==> src/rtl/float_convert_pipe.sv <==
// float_convert_pipe: two-stage float-to-float converter (unpack/normalize, then round-nearest-even/pack).
// Define FLOAT_CONVERT_DENORMAL_EN for denormal support; otherwise denormals flush to signed zero.
module float_convert_pipe #(
  parameter int EXP_IN   = 8,
  parameter int FRAC_IN  = 23,
  parameter int EXP_OUT  = 5,
  parameter int FRAC_OUT = 10
) (
  input  logic                        clock,
  input  logic                        resetn,
  input  logic                        inValid,
  output logic                        inReady,
  input  logic [EXP_IN+FRAC_IN:0]     inData,
  output logic                        outValid,
  input  logic                        outReady,
  output logic [EXP_OUT+FRAC_OUT:0]   outData,
  output logic [3:0]                  outFlags
);
  localparam int EW       = ((EXP_IN > EXP_OUT) ? EXP_IN : EXP_OUT) + 2;
  localparam int BIAS_IN  = (1 << (EXP_IN - 1)) - 1;
  localparam int BIAS_OUT = (1 << (EXP_OUT - 1)) - 1;
  localparam int MW       = FRAC_IN + FRAC_OUT + 4;
  localparam logic signed [EW-1:0] BIAS_IN_S  = EW'(BIAS_IN);
  localparam logic signed [EW-1:0] BIAS_OUT_S = EW'(BIAS_OUT);
  localparam logic signed [EW-1:0] TINY_LIM   = EW'(1 - BIAS_OUT);
  localparam logic signed [EW-1:0] EXP_MAX_S  = EW'((1 << EXP_OUT) - 1);
`ifdef FLOAT_CONVERT_DENORMAL_EN
  localparam int CW = $clog2(FRAC_IN + 1);
  localparam int SW = $clog2(FRAC_OUT + 3);
  localparam logic signed [EW-1:0] SH_MAX_S = EW'(FRAC_OUT + 2);

  function automatic logic [CW-1:0] lead_zeros(input logic [FRAC_IN-1:0] f);
    lead_zeros = CW'(FRAC_IN);
    for (int i = 0; i < FRAC_IN; i++) begin
      if (f[i]) lead_zeros = CW'(FRAC_IN - 1 - i);
    end
  endfunction
`endif

  logic s1_valid_reg, s2_valid_reg, s1_adv, s2_adv;
  logic s1_sign_reg, s1_nan_reg, s1_inf_reg, s1_zero_reg, s1_dz_reg;
  logic s1_sign_next, s1_nan_next, s1_inf_next, s1_zero_next, s1_dz_next;
  logic signed [EW-1:0] s1_exp_reg, s1_exp_next;
  logic [FRAC_IN:0] s1_mant_reg, s1_mant_next;
  logic [EXP_OUT+FRAC_OUT:0] out_data_reg, out_data_next;
  logic [3:0] out_flags_reg, out_flags_next;

  assign s2_adv   = !s2_valid_reg || outReady;
  assign s1_adv   = !s1_valid_reg || s2_adv;
  assign inReady  = s1_adv;
  assign outValid = s2_valid_reg;
  assign outData  = out_data_reg;
  assign outFlags = out_flags_reg;

  // Stage 1: classify, rebias and attach the hidden bit.
  logic [EXP_IN-1:0]    exp_in;
  logic [FRAC_IN-1:0]   frac_in;
  logic                 exp_ones, exp_zero, frac_zero;
  logic signed [EW-1:0] exp_ext;
`ifdef FLOAT_CONVERT_DENORMAL_EN
  logic [CW-1:0]        clz;
  logic signed [EW-1:0] clz_ext;
`endif

  always_comb begin
    exp_in       = inData[FRAC_IN +: EXP_IN];
    frac_in      = inData[FRAC_IN-1:0];
    exp_ones     = &exp_in;
    exp_zero     = ~|exp_in;
    frac_zero    = ~|frac_in;
    s1_sign_next = inData[EXP_IN+FRAC_IN];
    s1_nan_next  = exp_ones && !frac_zero;
    s1_inf_next  = exp_ones && frac_zero;
    s1_zero_next = exp_zero && frac_zero;
    s1_dz_next   = 1'b0;
    exp_ext      = EW'(exp_in);
    s1_exp_next  = exp_ext - BIAS_IN_S;
    s1_mant_next = {1'b1, frac_in};
`ifdef FLOAT_CONVERT_DENORMAL_EN
    clz     = '0;
    clz_ext = '0;
    if (exp_zero && !frac_zero) begin
      // Exponent is 1-bias-(clz+1), which simplifies to -(bias+clz).
      clz          = lead_zeros(frac_in);
      clz_ext      = EW'(clz);
      s1_exp_next  = -(BIAS_IN_S + clz_ext);
      s1_mant_next = {1'b0, frac_in} << (clz + 1'b1);
    end
`else
    s1_dz_next = exp_zero && !frac_zero;
`endif
  end

  // Stage 2: the low pad is wider than the largest denormal shift, so no set bit is lost.
  logic [MW-1:0]        ext, shifted;
  logic [FRAC_OUT:0]    q0;
  logic [FRAC_OUT+1:0]  q;
  logic                 g, r, st, up, inx, tiny, ovf;
  logic signed [EW-1:0] e_r, biased;
`ifdef FLOAT_CONVERT_DENORMAL_EN
  logic signed [EW-1:0] diff;
  logic [SW-1:0]        sh;
`endif

  always_comb begin
    ext  = {s1_mant_reg, {(FRAC_OUT+3){1'b0}}};
    tiny = s1_exp_reg < TINY_LIM;
`ifdef FLOAT_CONVERT_DENORMAL_EN
    diff = TINY_LIM - s1_exp_reg;
    sh   = '0;
    if (tiny) sh = (diff > SH_MAX_S) ? SW'(FRAC_OUT + 2) : diff[SW-1:0];
    shifted = ext >> sh;
`else
    shifted = ext;
`endif
    q0     = shifted[MW-1 -: FRAC_OUT+1];
    g      = shifted[FRAC_IN+2];
    r      = shifted[FRAC_IN+1];
    st     = |shifted[FRAC_IN:0];
    up     = g && (r || st || q0[0]);
    inx    = g || r || st;
    q      = {1'b0, q0} + (FRAC_OUT+2)'(up);
    e_r    = s1_exp_reg + EW'(q[FRAC_OUT+1]);
    biased = e_r + BIAS_OUT_S;
    ovf    = biased >= EXP_MAX_S;

    out_data_next  = '0;
    out_flags_next = '0;
    if (s1_nan_reg) begin
      out_data_next  = {1'b0, {EXP_OUT{1'b1}}, {FRAC_OUT{1'b1}}};
      out_flags_next = 4'b1000;
    end else if (s1_inf_reg) begin
      out_data_next = {s1_sign_reg, {EXP_OUT{1'b1}}, {FRAC_OUT{1'b0}}};
    end else if (s1_zero_reg) begin
      out_data_next = {s1_sign_reg, {(EXP_OUT+FRAC_OUT){1'b0}}};
    end else if (s1_dz_reg) begin
      out_data_next  = {s1_sign_reg, {(EXP_OUT+FRAC_OUT){1'b0}}};
      out_flags_next = 4'b0001;
    end else if (tiny) begin
`ifdef FLOAT_CONVERT_DENORMAL_EN
      // A round-up into bit FRAC_OUT lands in the exponent field as the minimum normal.
      out_data_next  = {s1_sign_reg, {(EXP_OUT-1){1'b0}}, q[FRAC_OUT:0]};
      out_flags_next = {2'b00, inx, inx};
`else
      out_data_next  = {s1_sign_reg, {(EXP_OUT+FRAC_OUT){1'b0}}};
      out_flags_next = 4'b0011;
`endif
    end else if (ovf) begin
      out_data_next  = {s1_sign_reg, {EXP_OUT{1'b1}}, {FRAC_OUT{1'b0}}};
      out_flags_next = 4'b0101;
    end else begin
      out_data_next  = {s1_sign_reg, biased[EXP_OUT-1:0],
                        q[FRAC_OUT+1] ? q[FRAC_OUT:1] : q[FRAC_OUT-1:0]};
      out_flags_next = {3'b000, inx};
    end
  end

  always_ff @(posedge clock or negedge resetn) begin
    if (!resetn) begin
      s1_valid_reg  <= 1'b0;
      s2_valid_reg  <= 1'b0;
      s1_sign_reg   <= 1'b0;
      s1_nan_reg    <= 1'b0;
      s1_inf_reg    <= 1'b0;
      s1_zero_reg   <= 1'b0;
      s1_dz_reg     <= 1'b0;
      s1_exp_reg    <= '0;
      s1_mant_reg   <= '0;
      out_data_reg  <= '0;
      out_flags_reg <= '0;
    end else begin
      if (s1_adv) begin
        s1_valid_reg <= inValid;
        if (inValid) begin
          s1_sign_reg <= s1_sign_next;
          s1_nan_reg  <= s1_nan_next;
          s1_inf_reg  <= s1_inf_next;
          s1_zero_reg <= s1_zero_next;
          s1_dz_reg   <= s1_dz_next;
          s1_exp_reg  <= s1_exp_next;
          s1_mant_reg <= s1_mant_next;
        end
      end
      if (s2_adv) begin
        s2_valid_reg <= s1_valid_reg;
        if (s1_valid_reg) begin
          out_data_reg  <= out_data_next;
          out_flags_reg <= out_flags_next;
        end
      end
    end
  end
endmodule

==> config.mk <==
export PLATFORM = sky130hd
export DESIGN_NAME = float_convert_pipe
export DESIGN_NICKNAME = d
export VERILOG_FILES = /design/src/rtl/float_convert_pipe.sv
export SDC_FILE = /design/constraint.sdc
export NUM_CORES = 1
export LEC_CHECK = 0
export ABC_CLOCK_PERIOD_IN_PS = 3110
export BUFFER_PORTS_ARGS = -buffer_cell sky130_fd_sc_hd__buf_2
export CAP_MARGIN = 5
export CORE_MARGIN = 1
export CORE_UTILIZATION = 50
export CTS_CLUSTER_DIAMETER = 200
export DETAILED_ROUTE_END_ITERATION = 12
export PLACE_DENSITY = 0.72
export SLEW_MARGIN = 20
export SYNTH_ARGS = -nofsm -noshare
export SYNTH_HDL_FRONTEND = slang
export SYNTH_SLANG_ARGS = --single-unit
==> constraint.sdc <==
create_clock -name clock -period 3.11 [get_ports clock]
set_clock_uncertainty 0.1 [all_clocks]
set_input_delay 0.311 -clock clock [delete_from_list [all_inputs] [get_ports clock]]
set_output_delay 0.311 -clock clock [all_outputs]
set_load 0.05 [all_outputs]
==> impl_metrics.yaml, run 1 <==
outcome:
  outcome: "completed"
critical_path:
  cp_max_fo: 7
  start_kind: "flip-flop"
  worst_ep_arrival_time_ns: 3.05
  endpoint_kind: "flip-flop"
  critPathRequiredTime_ns: 3.25
  path_class: "reg2reg"
yosys:
  synth.cell_area_um2: 2940
  synth_warnings: 0
  synth_cells: 284
  synth-seq-area-share_pct: 51.0
  ys_types: 38
  syn_area_per_cell_um2: 10.4
  synth_edf_count: 0
  yosys_most_used_dff: "dfrtp_1"
  ys_ff_latch: 60
  synthArstFlopShare_pct: 100
  syn_nets: 325
detailed_routing:
  wl_per_cell_um: 14.2
  vias: 2357
  first_iter_violations: 136
  viasPerCell: 5.51
  drtAntennaViolNets: 0
  detail_route.wirelength_um: 6070
  drc: 0
  firstDrtPassIters: 4
timing:
  layout_setup_ws_ns: 0.199
  period_share_pct: 93.6
  worstMarginPinSlew_ns: 0.769
  relSlewSlack_pct: 48.7
  finalSetupTns_ns: 0
  hold_viol: 0
  finalSetupViolCount: 0
  min_period_ns: 2.91
  drv_slew: 0
  max_freq_mhz: 344
grt:
  grt_overflow: 0
  grt_max_degree: 49
  grt_pass1_vias: 2216
  grt_antenna_before_repair: 0
  grt_usage_pct: 21.9
  grt_pass1_wl_um: 10300
finish:
  syn_to_final_growth_pct: 19.8
  antennaDiodeCount: 0
  layout_common_cells: "dfrtp_1 (60), buf_2 (57), nand2_1 (33), mux2_2 (25), o21ai_0 (22)"
  largest_reg_flops: 24
  layout_commonest_cell: "dfrtp_1"
  stdcell_count: 428
  nets: 392
  drive_gt1_share_pct: 31.7
floorplanning:
  design.core.area_um2: 5570
  die_w_um: 78.7
  chipHeight_um: 78.7
  die_area_um2: 6190
  start_util_pct: 52.8
  io_pins: 58
  num_rows: 27
clock_tree:
  cts_tree: "done"
  clk_latency_ns: 0.34
  htree_levels: 3
  clock-sinks: 60
  clockBufferDepth: 2
  cts_buffers: 9
  clk_pin_slew_worst_paths_ns: 0.06
  root_buffer: "clkbuf_8"
place:
  dp.cells: 411
  gp_congestion: 0.796
  pre_cts_ws_ns: 0.0723
  hpwl_um: 4670
  port_buffers: 57
power_and_ir_drop:
  p_leak_nw: 1.60
  peakVddDrop_mv: 0.410
  power_density_nw_per_um2: 656
  p_total_mw: 2.31
job:
  max-cap-violations: 0
hold_path:
  hold_path_class: "in2reg"
critical path: stages, from the launching register on:
cell and delay, ns:
dfrtp_1 0.41, nand4_1 0.17, nor2_2 0.16, nand2_1 0.06
nor2_1 0.13, inv_1 0.10, ha_1 0.22, ha_1 0.24
nor3b_2 0.20, and3_1 0.19, o21bai_1 0.16, o311a_4 0.28
o211ai_1 0.15, a211oi_1 0.25
layout make-up:
type                    instances  area [um^2]
clock buffers                  11          141
fillers                       494         2050
flip-flops and latches         60         1500
repair buffers                 64          340
multi-input cells             209         1400
clock inverters                 5         27.5
inverters                       7         26.3
well taps                      72         90.1
path summary, 6_finish.rpt:
kind	from	end	slack (ns)	depth (start not counted)
worst min register to register	outFlags[2]	outFlags[2]	0.37	2
max in group asynchronous	resetn	outData[2]	1.74	3
min in group asynchronous	resetn	outValid	0.49	2
worst max register to register	s1_mant_reg[13]	outData[1]	0.20	13
worst max-delay path	s1_mant_reg[13]	outData[1]	0.20	13
worst min-delay path	inValid	s1_valid_reg	0.1	2
what timing repair did:
action | CTS | global route
endpoints found under the setup margin | 0 | 15
hold endpoints to repair | 32 | 0
gates resized for setup | 0 | 3
buffers inserted | 0 | 0
hold buffers | 1 | 0
power by group:
group	total [mW]	leakage (nW)	switching, mW	internal (mW)
Clock	0.590	0.0889	0.286	0.304
Sequential	1.02	0.722	0.109	0.913
Combinational	0.701	0.785	0.470	0.231
logic make-up (layout without fill, tap and decap cells):
kind of cell | count (synthesis) | after routing | share of synthesized area [%]
simple gates | 105 | 105 | 18.0
flops | 60 | 60 | 51.0
fa+ha+maj | 5 | 5 | 2.13
xor+xnor | 14 | 14 | 4.17
compound gates | 59 | 59 | 12.8
buf+inv | 15 | 87 | 1.91
mux | 26 | 26 | 9.91
Yosys cell counts (all sizes together) (7+ instances only):
| cell | n | area, um^2 |
|---|---|---|
| dfrtp | 60 | 1500 |
| nand2 | 33 | 124 |
| mux2 | 25 | 282 |
| o21ai | 22 | 110 |
| nor2 | 18 | 67.6 |
| a21oi | 13 | 68.8 |
| nand3 | 11 | 60.1 |
| nor4 | 9 | 56.3 |
| clkbuf | 8 | 30.0 |
| inv | 7 | 26.3 |
| nor3 | 7 | 35.0 |
| xnor2 | 7 | 61.3 |
| xor2 | 7 | 61.3 |
layer usage:
layer	vias up	part of all wire [%]	global-route usage [%]
li1	1168	-	-
met1	1137	49	30.0
met2	46	46	33.2
met3	6	3.8	5.17
met4	0	1.3	10.0
met5	-	0	0
metrics by stage:
step | cell area (um^2) | util [%] | hold slack, ns
after CTS | 3510 | 63.0 | 0.0799
after floorplan | 2940 | - | -0.0846
after global routing | 3520 | 63.2 | 0.0886
after global placement | 3330 | 59.8 | 0.323
final | 3520 | 63.2 | 0.0952
after detailed placement | 3330 | 59.8 | 0.329
No activity file was read; power rests on OpenSTA's default activity.
==> run 2, diff against run 1 <==
--- a/config.mk
+++ b/config.mk
@@ -10,6 +10,7 @@
 export CAP_MARGIN = 5
 export CORE_MARGIN = 1
 export CORE_UTILIZATION = 50
+export CTS_BUF_LIST = sky130_fd_sc_hd__clkbuf_16
 export CTS_CLUSTER_DIAMETER = 200
 export DETAILED_ROUTE_END_ITERATION = 12
 export PLACE_DENSITY = 0.72
==> impl_metrics.yaml, run 2 (synthesis results as in run 1) <==
outcome:
  outcome: "completed"
clock_tree:
  clockBufferDepth: 2
  cts_tree: "done"
  root_buffer: "clkbuf_16"
  cts_buffers: 9
  htree_levels: 3
  clock-sinks: 60
  postCtsSetupBuffers: 0
  clk_pin_slew_worst_paths_ns: 0.05
  clk_latency_ns: 0.32
place:
  hpwl_um: 4670
  port_buffers: 57
  gp_congestion: 0.796
  postPlaceCellArea_um2: 3330
  pre_cts_ws_ns: 0.0723
  dp.cells: 411
critical_path:
  reg2reg_from: "s1_mant_reg[12]"
  cp_max_fo: 7
  critPathSlowestCell: "dfrtp_1"
  cpPeakStageDelay_ns: 0.40
  critPathRequiredTime_ns: 3.24
  start_kind: "flip-flop"
  crit_path_start: "s1_mant_reg[12]"
  worst_path_most_repeated_cell: "ha_1"
  path_class: "reg2reg"
  worst_ep_arrival_time_ns: 3.04
  endpoint_kind: "flip-flop"
  path_cells: "nand4_1 -> nor2_2 -> nand2_1 -> nor2_1 -> inv_1 -> ha_1 -> ha_1 -> nor3b_2 -> and3_1 -> o21bai_1 -> o311a_4 -> o211ai_1 -> a211oi_1"
floorplanning:
  die_w_um: 78.7
  start_util_pct: 52.8
  chipHeight_um: 78.7
  design.core.area_um2: 5570
  io_pins: 58
  die_area_um2: 6190
  num_rows: 27
job:
  max-cap-violations: 0
timing:
  drv_slew: 0
  rsz0062_at_grt: "no"
  layout_setup_ws_ns: 0.203
  min_period_ns: 2.91
  worstMarginPinSlew_ns: 0.765
  whs_ns: 0.107
  finalSetupTns_ns: 0
  hold_viol: 0
  period_share_pct: 93.5
  relSlewSlack_pct: 49.0
  finalSetupViolCount: 0
  max_freq_mhz: 344
hold_path:
  hp-start: "inValid"
  hold_path_class: "in2reg"
detailed_routing:
  detail_route.wirelength_um: 6180
  vias: 2367
  first_iter_violations: 130
  firstDrtPassIters: 4
  viasPerCell: 5.53
  wl_per_cell_um: 14.4
  drc: 0
  drtAntennaViolNets: 0
finish:
  nets: 392
  design_area_um2: 3610
  largest_reg_flops: 24
  layout_common_cells: "dfrtp_1 (60), buf_2 (57), nand2_1 (33), mux2_2 (25), o21ai_0 (22)"
  final_util_pct: 64.8
  drive_gt1_share_pct: 31.5
  antennaDiodeCount: 0
  syn_to_final_growth_pct: 22.9
  n_fill_cell: 478
  stdcell_count: 428
  layout_commonest_cell: "dfrtp_1"
power_and_ir_drop:
  power.internal_mw: 1.67
  power_frac_comb_pct: 27.3
  p_total_mw: 2.57
  power_density_nw_per_um2: 711
  p_leak_nw: 1.64
  p_sw_uw: 900
  peakVddDrop_mv: 0.405
  swShare_pct: 35.0
  power_frac_seq_pct: 39.9
  clkPwrFrac_pct: 32.8
grt:
  grt_pass1_wl_um: 10500
  grt_overflow: 0
  grt_max_degree: 49
  grt_antenna_before_repair: 0
  grt_pass1_vias: 2227
  grt_usage_pct: 22.4
run 2: changes by cell type in the layout (fill, tap and decap cells not counted), sizes merged:
cell | before | now
clkbuf | 11 | 9
inv | 7 | 8
clkinv | 4 | 5
run 2: critical path: cells and delay by family (launching register included):
kind                     cells  cell delay, ns
buffers and inverters        1            0.10
adder cells (fa/ha/maj)      2            0.45
AND/OR/NAND/NOR              6            0.91
AO/OA/AOI/OAI                4            0.84
flip-flops                   1            0.40
run 2: area by class of cell:
| type | count | area, um^2 | area share [%] |
|---|---|---|---|
| Tap cell | 72 | 90.1 | 2.49 |
| Clock buffer | 9 | 225 | 6.23 |
| Clock inverter | 7 | 35.0 | 0.969 |
| Sequential cell | 60 | 1500 | 41.5 |
| Timing Repair Buffer | 64 | 340 | 9.42 |
| Multi-Input combinational cell | 209 | 1400 | 38.6 |
| Inverter | 7 | 26.3 | 0.727 |
run 2: final timing paths:
| check | to | slack, ns | depth (start not counted) |
|---|---|---|---|
| max in group asynchronous | outData[2] | 1.73 | 3 |
| worst max-delay path | outData[1] | 0.20 | 13 |
| min in group asynchronous | s1_exp_reg[8] | 0.50 | 2 |
| worst min-delay path | s1_valid_reg | 0.11 | 2 |
| worst min register to register | outFlags[2] | 0.37 | 2 |
| worst max register to register | outData[1] | 0.20 | 13 |
run 2: power by group through the flow:
stage / clock network (mW) / registers (mW) / logic, mW
finish: 0.844 / 1.02 / 0.702
global route: 0.897 / 1.04 / 0.758
CTS: 0.861 / 1.02 / 0.704
detailed placement: 0 / 1.04 / 0.699
global placement: 0 / 1.03 / 0.689
floorplan: 0 / 1.25 / 0.282
run 2: what timing repair did:
action | CTS | global route
hold endpoints to repair | 32 | 0
resized for setup | 0 | 3
hold buffers | 1 | 0
setup endpoints to repair | 0 | 15
run 2: layer usage:
layer	global-route usage [%]	vias up	wire length, um
li1	-	1169	-
met1	30.6	1141	2960
met2	34.3	50	2900
met3	4.83	7	227
met4	10.2	0	94
met5	0	-	0
==> run 3, diff against run 2 <==
--- a/config.mk
+++ b/config.mk
@@ -14,6 +14,7 @@
 export CTS_CLUSTER_DIAMETER = 200
 export DETAILED_ROUTE_END_ITERATION = 12
 export PLACE_DENSITY = 0.72
+export RECOVER_POWER = 100
 export SLEW_MARGIN = 20
 export SYNTH_ARGS = -nofsm -noshare
 export SYNTH_HDL_FRONTEND = slang
==> impl_metrics.yaml, run 3 (synthesis results as in run 1) <==
critical_path:
  cp_max_fo: 7
  critPathSlowestCell: "dfrtp_1"
  cpLargestDelayFamily: "simple AND/OR/NAND/NOR gates"
  cp.buffers_inverters: 1
  worst_path_most_repeated_cell: "ha_1"
  worst_ep_arrival_time_ns: 3.05
  path_class: "reg2reg"
  endpoint_kind: "flip-flop"
  critPathRequiredTime_ns: 3.24
  path_cells: "nand4_1 -> nor2_2 -> nand2_1 -> nor2_1 -> inv_1 -> ha_1 -> ha_1 -> nor3b_2 -> nand3b_1 -> a21oi_1 -> o311a_4 -> o211ai_1 -> a211oi_1"
  cpPeakStageDelay_ns: 0.40
  start_kind: "flip-flop"
grt:
  grt_pass1_wl_um: 10500
  use_met1_pct: 30.6
  top_usage_layer: "met2"
  grt_max_degree: 49
  grt_use_met3_pct: 4.83
  grt_usage_pct: 22.4
  grt_overflow: 0
  grt_pass1_vias: 2227
  grt_util_met2_pct: 34.3
  grt_antenna_before_repair: 0
detailed_routing:
  viasPerCell: 5.57
  detail_route.wirelength_um: 6210
  firstDrtPassIters: 4
  first_iter_violations: 138
  wl_per_cell_um: 14.5
  vias: 2386
  drtAntennaViolNets: 0
  drc: 0
finish:
  drive_gt1_share_pct: 24.4
  layout_common_cells: "dfrtp_1 (60), buf_2 (34), nand2_1 (33), mux2_2 (25), clkbuf_1 (23)"
  syn_to_final_growth_pct: 21.4
  layout_commonest_cell: "dfrtp_1"
  largest_reg_flops: 24
  final_util_pct: 64.1
  nets: 392
  antennaDiodeCount: 0
clock_tree:
  cts_buffers: 9
  htree_levels: 3
  clk_pin_slew_worst_paths_ns: 0.05
  clockBufferDepth: 2
  cts_tree: "done"
  clk_latency_ns: 0.32
  root_buffer: "clkbuf_16"
  clock-sinks: 60
timing:
  min_period_ns: 2.92
  drv_slew: 35
  rsz0062_at_grt: "no"
  finalSetupTns_ns: 0
  max_freq_mhz: 343
  period_share_pct: 93.8
  finalSetupViolCount: 0
  relSlewSlack_pct: -22.2
  hold_viol: 0
  worstMarginPinSlew_ns: 1.83
floorplanning:
  start_util_pct: 52.8
  die_area_um2: 6190
  design.core.area_um2: 5570
  io_pins: 58
  num_rows: 27
  die_w_um: 78.7
  chipHeight_um: 78.7
job:
  max-cap-violations: 1
place:
  port_buffers: 57
  hpwl_um: 4670
  gp_congestion: 0.796
power_and_ir_drop:
  power_density_nw_per_um2: 713
  p_leak_nw: 1.57
  peakVddDrop_mv: 0.403
hold_path:
  hold_path_class: "in2reg"
outcome:
  outcome: "finished, violations left"
  violations: "capacitance limit, slew limit"
-- run 3: cell count changes in the layout (fill, tap and decap cells not counted), sizes merged --
cell / delta
buf: -26
clkbuf: +26
-- run 3: what timing repair did --
item                                    in CTS  in global routing
hold buffers                                 1                  0
endpoints found under the hold margin       32                  0
buffers inserted                             0                  0
resized for setup                            0                  3
endpoints found under the setup margin       0                 15
-- run 3: report_power, final --
| group | leakage [nW] | internal, mW | total, mW | switching, mW |
|---|---|---|---|---|
| Clock | 0.134 | 0.525 | 0.843 | 0.318 |
| Sequential | 0.722 | 0.915 | 1.03 | 0.112 |
| Combinational | 0.710 | 0.207 | 0.678 | 0.471 |
| Total | 1.57 | 1.65 | 2.55 | 0.901 |
-- run 3: final cells by class --
class,count,area [um^2]
Clock inverter,7,35.0
Timing Repair Buffer,64,304
Clock buffer,9,225
Inverter,7,26.3
Multi-Input combinational cell,209,1390
Fill cell,487,2000
Tap cell,72,90.1
Sequential cell,60,1500
-- run 3: worst paths after layout --
path | end | start | slack (ns) | depth (start not counted)
setup / recovery | outData[1] | s1_mant_reg[12] | 0.19 | 13
hold / removal | s1_valid_reg | inValid | 0.11 | 2
setup reg to reg | outData[1] | s1_mant_reg[12] | 0.19 | 13
hold reg to reg | outFlags[2] | outFlags[2] | 0.38 | 2
max in group asynchronous | outData[2] | resetn | 0.79 | 3
min in group asynchronous | s1_exp_reg[8] | resetn | 0.93 | 2
-- run 3: metal layers --
metal / vias up / part of all wire [%] / wire, um
li1: 1172 / - / -
met1: 1149 / 48 / 2980
met2: 57 / 47 / 2890
met3: 8 / 3.9 / 243
met4: 0 / 1.5 / 95
met5: - / 0 / 0
-- run 3: metrics by stage --
step                worst slack (ns)  instance area [um^2]  hold WS [ns]  power, mW  instances
finish                         0.193                  3570         0.108       2.55        428
global route                 0.00340                  3570         0.111       2.67        428
CTS                           0.0526                  3600         0.100       2.59        428
detailed placement            0.0723                  3330         0.329       1.73        411
global placement               0.215                  3330         0.323       1.71        411
floorplan                      0.306                  2940       -0.0846       1.53        284
